==> src/rtl/sig_dump_ctrl.sv <==
// End-of-test controller: watches the compliance handshake stores, halts the CPU, reports
// pass/fail/timeout and (with SIG_DUMP_EN defined) streams the signature region out of memory.
module sig_dump_ctrl #(
    parameter int unsigned   AW          = 32,
    parameter logic [AW-1:0] TOHOST_ADDR = AW'(32'h0000_1000),
    parameter int unsigned   TIMEOUT_CYC = 5000
) (
    input  logic          clk,
    input  logic          rst_n,
    input  logic          st_we,
    input  logic [AW-1:0] st_addr,
    input  logic [31:0]   st_wdata,
    output logic          mem_rd_en,
    output logic [AW-1:0] mem_rd_addr,
    input  logic [31:0]   mem_rd_data,
    output logic          halt,
    output logic          done,
    output logic          pass,
    output logic          timeout,
    output logic [30:0]   fail_num,
    output logic          sig_valid,
    input  logic          sig_ready,
    output logic [31:0]   sig_data,
    output logic          sig_last,
    output logic          sig_err
);

    localparam logic [AW-1:0] BEGIN_ADDR = TOHOST_ADDR + AW'(4);
    localparam logic [AW-1:0] END_ADDR   = TOHOST_ADDR + AW'(8);

    typedef enum logic [2:0] {
        S_RUN     = 3'd0,
`ifdef SIG_DUMP_EN
        S_FETCH   = 3'd1,
        S_WAIT    = 3'd2,
        S_PRESENT = 3'd3,
`endif
        S_DONE    = 3'd4
    } state_t;

    state_t        state, state_nxt;
    logic [31:0]   run_cnt;
    logic [AW-1:0] begin_q, end_q;
    logic          run_active, st_ok, tohost_end, timeout_hit, timeout_end, leaving;

    // RUN with halt already set is the single decision cycle between the run and the dump.
    assign run_active  = (state == S_RUN) && !halt;
    assign leaving     = (state == S_RUN) && halt;
    assign st_ok       = st_we && run_active;
    assign tohost_end  = st_ok && (st_addr == TOHOST_ADDR) && st_wdata[0];
    assign timeout_hit = (TIMEOUT_CYC != 0) && (run_cnt == 32'(TIMEOUT_CYC - 1));
    assign timeout_end = run_active && timeout_hit && !tohost_end;

    // NOTE: sequential state uses non-blocking assignments only, so every flop samples
    // the pre-edge values regardless of the order the statements are written in.
    always_ff @(posedge clk or negedge rst_n) begin
        if (!rst_n) begin
            run_cnt  <= '0;
            begin_q  <= '0;
            end_q    <= '0;
            halt     <= 1'b0;
            pass     <= 1'b0;
            timeout  <= 1'b0;
            fail_num <= '0;
        end else begin
            if (run_active)
                run_cnt <= run_cnt + 32'd1;
            if (st_ok && (st_addr == BEGIN_ADDR))
                begin_q <= AW'(st_wdata);
            if (st_ok && (st_addr == END_ADDR))
                end_q <= AW'(st_wdata);
            if (tohost_end || timeout_end)
                halt <= 1'b1;
            if (tohost_end) begin
                pass     <= (st_wdata == 32'd1);
                fail_num <= (st_wdata == 32'd1) ? 31'd0 : st_wdata[31:1];
            end
            if (timeout_end)
                timeout <= 1'b1;
        end
    end

`ifdef SIG_DUMP_EN
    logic [AW-1:0] ptr, ptr_next4;
    logic [31:0]   sig_data_q;
    logic          sig_err_q, bounds_bad, last_c;

    assign bounds_bad = (begin_q >= end_q) || (begin_q[1:0] != 2'b00) || (end_q[1:0] != 2'b00);
    // end_q > begin_q and both aligned, so ptr+4 never wraps before reaching end_q.
    assign ptr_next4  = ptr + AW'(4);
    assign last_c     = (ptr_next4 >= end_q);

    always_ff @(posedge clk or negedge rst_n) begin
        if (!rst_n) begin
            ptr        <= '0;
            sig_data_q <= '0;
            sig_err_q  <= 1'b0;
        end else begin
            if (leaving) begin
                ptr <= begin_q;
                if (bounds_bad)
                    sig_err_q <= 1'b1;
            end
            if (state == S_WAIT)
                sig_data_q <= mem_rd_data;
            if ((state == S_PRESENT) && sig_ready && !last_c)
                ptr <= ptr_next4;
        end
    end
`else
    logic unused_ok;
    assign unused_ok = ^{mem_rd_data, sig_ready, begin_q, end_q};
`endif

    always_ff @(posedge clk or negedge rst_n) begin
        if (!rst_n)
            state <= S_RUN;
        else
            state <= state_nxt;
    end

    // NOTE: every combinational output gets a default first so no path infers a latch.
    always_comb begin
        state_nxt = state;
        unique case (state)
            S_RUN: begin
                if (leaving) begin
`ifdef SIG_DUMP_EN
                    state_nxt = bounds_bad ? S_DONE : S_FETCH;
`else
                    state_nxt = S_DONE;
`endif
                end
            end
`ifdef SIG_DUMP_EN
            S_FETCH:   state_nxt = S_WAIT;
            S_WAIT:    state_nxt = S_PRESENT;
            S_PRESENT: begin
                if (sig_ready)
                    state_nxt = last_c ? S_DONE : S_FETCH;
            end
`endif
            S_DONE:    state_nxt = S_DONE;
            default:   state_nxt = S_RUN;
        endcase
    end

    always_comb begin
        done        = (state == S_DONE);
        mem_rd_en   = 1'b0;
        mem_rd_addr = '0;
        sig_valid   = 1'b0;
        sig_last    = 1'b0;
`ifdef SIG_DUMP_EN
        sig_data    = sig_data_q;
        sig_err     = sig_err_q;
        if (state == S_FETCH) begin
            mem_rd_en   = 1'b1;
            mem_rd_addr = ptr;
        end
        if (state == S_PRESENT) begin
            sig_valid = 1'b1;
            sig_last  = last_c;
        end
`else
        sig_data    = '0;
        sig_err     = 1'b0;
`endif
    end

endmodule
==> config.mk <==
export PLATFORM = sky130hd
export DESIGN_NAME = sig_dump_ctrl
export DESIGN_NICKNAME = d
export VERILOG_FILES = /design/src/rtl/sig_dump_ctrl.sv
export SDC_FILE = /design/constraint.sdc
export NUM_CORES = 1
export LEC_CHECK = 0
export ABC_AREA = 1
export CORE_UTILIZATION = 45
export DETAILED_ROUTE_END_ITERATION = 6
export DONT_BUFFER_PORTS = 1
export SLEW_MARGIN = 20
export SYNTH_ARGS = -nofsm -noshare
export SYNTH_HDL_FRONTEND = slang
export SYNTH_SLANG_ARGS = --single-unit
==> constraint.sdc <==
create_clock -name clk -period 3.8 [get_ports clk]
set_clock_uncertainty 0.05 [all_clocks]
set_input_delay 0.38 -clock clk [delete_from_list [all_inputs] [get_ports clk]]
set_output_delay 0.38 -clock clk [all_outputs]
set_load 0.005 [all_outputs]
==> flow_summary.json <==
{
  "status": "finished clean",
  "netlist_area_um2": 4090,
  "max-cap-violations": 0,
  "grt_pass1_vias": 2936,
  "ant_nets": 0,
  "ys.flop_type": "dfrtp_1",
  "synth_edf_count": 0,
  "clock_path_buffers": 2,
  "n_antenna_cell": 0,
  "crit_type": "register to register",
  "syn_to_final_growth_pct": 0.122,
  "overflow": 0,
  "fin_crit_sh_pct": 46.9,
  "crit_chain": "nor2_4 -> nand2_4 -> nor2_4 -> nand3_4 -> nor2_8 -> nand2_1 -> nand2_1 -> inv_1",
  "cp_slowest_cell": "dfrtp_1",
  "critPathCaptureType": "register",
  "fillerInstances": 854,
  "fp.coreArea_um2": 8760,
  "synth_top_area_share_pct": 41.0,
  "grt_max_degree": 68,
  "cts.clk_slew.worst_paths_ps": 90,
  "fin_nets": 629,
  "die_y_um": 97.4,
  "drive_gt1_share_pct": 6.75,
  "slew_headroom_pct": 30.5,
  "ys_seq_elements": 67,
  "vias": 3050,
  "critPathArrivalTime_ps": 1970,
  "startpoint_type": "register",
  "yosysWarnings": 0,
  "dpl-instance-area_um2": 3850,
  "synth_cells": 525,
  "cts.sinks": 67,
  "setup-violations-final": 0,
  "critPathMaxFanout": 33,
  "dpl.hpwl_um": 5880,
  "drv_slew": 0,
  "row_count": 34,
  "yosysTopAreaCell": "dfrtp_1",
  "leakage_nw": 2.24,
  "worst_pin_slew_ps": 1040,
  "ys_top_cells_by_count": "152 x nand2_1, 68 x buf_4, 68 x nor2_1",
  "grt_setup_unrepaired": "false",
  "cp.required_ps": 3990,
  "synth_area_per_cell_um2": 7.79,
  "clk_latency_ps": 350,
  "async_reset_ff_share_pct": 100,
  "ioPinCount": 203,
  "dp_slack_ps": 1850,
  "ys_types": 28,
  "numPortBuffers": 0,
  "fin_ws_ps": 2020,
  "htree_levels": 3,
  "cts_root_buf": "clkbuf_8",
  "min_path_cells": 2,
  "power.density_nw_per_um2": 338,
  "cts_tree": "built",
  "drt-wirelength-per-cell_um": 12.4,
  "hold-worst-slack_ps": 98.2,
  "antenna_found_initial": 0,
  "start_util_pct": 46.7,
  "max_stage_delay_ps": 460,
  "min_path_type": "input pin to register",
  "dieArea_um2": 9480,
  "drt-total-wl_um": 7980,
  "yosysMostFrequentCell": "nand2_1",
  "drt_iter0_markers": 145,
  "fp.dieW_um": 97.4,
  "ir_worst_vdd_mv": 0.161,
  "yosysSeqAreaShare_pct": 41.0,
  "fin_tns_setup_ps": 0,
  "final_area_um2": 4100,
  "grt_usage_pct": 18.2,
  "finalHoldViolations": 0,
  "ys_top_cells_by_area": "dfrtp_1 41%, nand2_1 14%, buf_4 12%",
  "via_per_inst": 4.76,
  "grt_pass1_wl_um": 13800,
  "finalCriticalPeriod_ps": 1780,
  "remaining_drc_errors": 0,
  "firstDrtPassIters": 4,
  "max_freq_ghz": 0.562,
  "r2r_cells": 8,
  "place_congestion": 0.873,
  "cts_inserted_buffers": 9,
  "p_total_w": 0.00138
}
-- worst max-delay path: cells and delay by family (launching register included) --
| family | cells | cell delay (ps) |
|---|---|---|
| buffers and inverters | 1 | 40 |
| DFF | 1 | 460 |
| and+or+nand+nor | 7 | 1130 |
-- kinds of logic after synthesis --
| group | count (synthesis) | share of synthesized area, % |
|---|---|---|
| AND/OR/NAND/NOR | 311 | 34.4 |
| buffers and inverters | 123 | 19.5 |
| other | 1 | 0.0917 |
| adder cells (fa/ha/maj) | 1 | 0.306 |
| XOR/XNOR | 21 | 4.50 |
| AO/OA/AOI/OAI | 1 | 0.184 |
| flip-flops | 67 | 41.0 |
-- layout by cell type (no fill, tap or decap), types with 2 or more instances in the layout --
master      instances
clkbuf_8            9
clkinvlp_4          2
conb_1             68
dfrtp_1            67
inv_1              45
inv_6               3
nand2_1           152
nand2_2             2
nand2_4             3
nand3_1            50
nand3b_1            5
nand4_1            11
nor2_1             68
nor2_2              4
nor2_4              6
nor3_1              4
xnor2_1             6
xor2_1             15
-- per-stage QoR --
stage               cells  utilization, %
finish                641            46.7
global placement      623            44.0
floorplan             592               -
CTS                   641            46.7
detailed placement    623            44.0
global route          641            46.7
-- final cells by class --
| cell class | count | area [um2] | share of cell area, % |
|---|---|---|---|
| Timing Repair Buffer | 2 | 37.5 | 0.916 |
| Clock inverter | 7 | 82.6 | 2.02 |
| Tap cell | 108 | 135 | 3.30 |
| Multi-Input combinational cell | 402 | 1870 | 45.6 |
| Clock buffer | 9 | 124 | 3.02 |
| Sequential cell | 67 | 1680 | 40.9 |
| Inverter | 46 | 173 | 4.22 |
-- per-layer routing --
| layer | vias up | share of wire (%) | wire length (um) | global-route usage, % |
|---|---|---|---|---|
| met5 | - | 0 | 0 | 0 |
| met2 | 150 | 47 | 3720 | 28.8 |
| met4 | 0 | 1.8 | 144 | 5.77 |
| met3 | 14 | 8.9 | 709 | 7.34 |
| met1 | 1390 | 43 | 3400 | 22.7 |
| li1 | 1496 | - | - | - |
-- worst paths after layout --
| kind | from | to | slack [ps] |
|---|---|---|---|
| hold / removal | st_wdata[19] | fail_num[18] | 100 |
| hold reg to reg | run_cnt[0] | run_cnt[0] | 460 |
| min in group asynchronous | rst_n | fail_num[18] | 510 |
| max in group asynchronous | rst_n | fail_num[10] | 2890 |
| setup reg to reg | halt | pass | 2020 |
| setup / recovery | halt | pass | 2020 |
-- registers in the layout (all words and copies together) (netlist names) --
| signal | cells |
|---|---|
| timeout | 1 |
| state | 1 |
| run_cnt | 32 |
| pass | 1 |
| halt | 1 |
| fail_num | 31 |
-- where the power goes --
group	switching, W	internal, W	total [W]
Combinational	0.0000355	0.00000944	0.0000450
Sequential	0	0.000712	0.000712
Clock	0.000313	0.000314	0.000627
Total	0.000348	0.00104	0.00138
-- timing repair --
item | CTS | global route
hold buffers | 2 | 0
hold endpoints to repair | 67 | 0
resized for setup | 0 | 0
setup buffers | 0 | 0
Power figures use the tool's default switching activity.
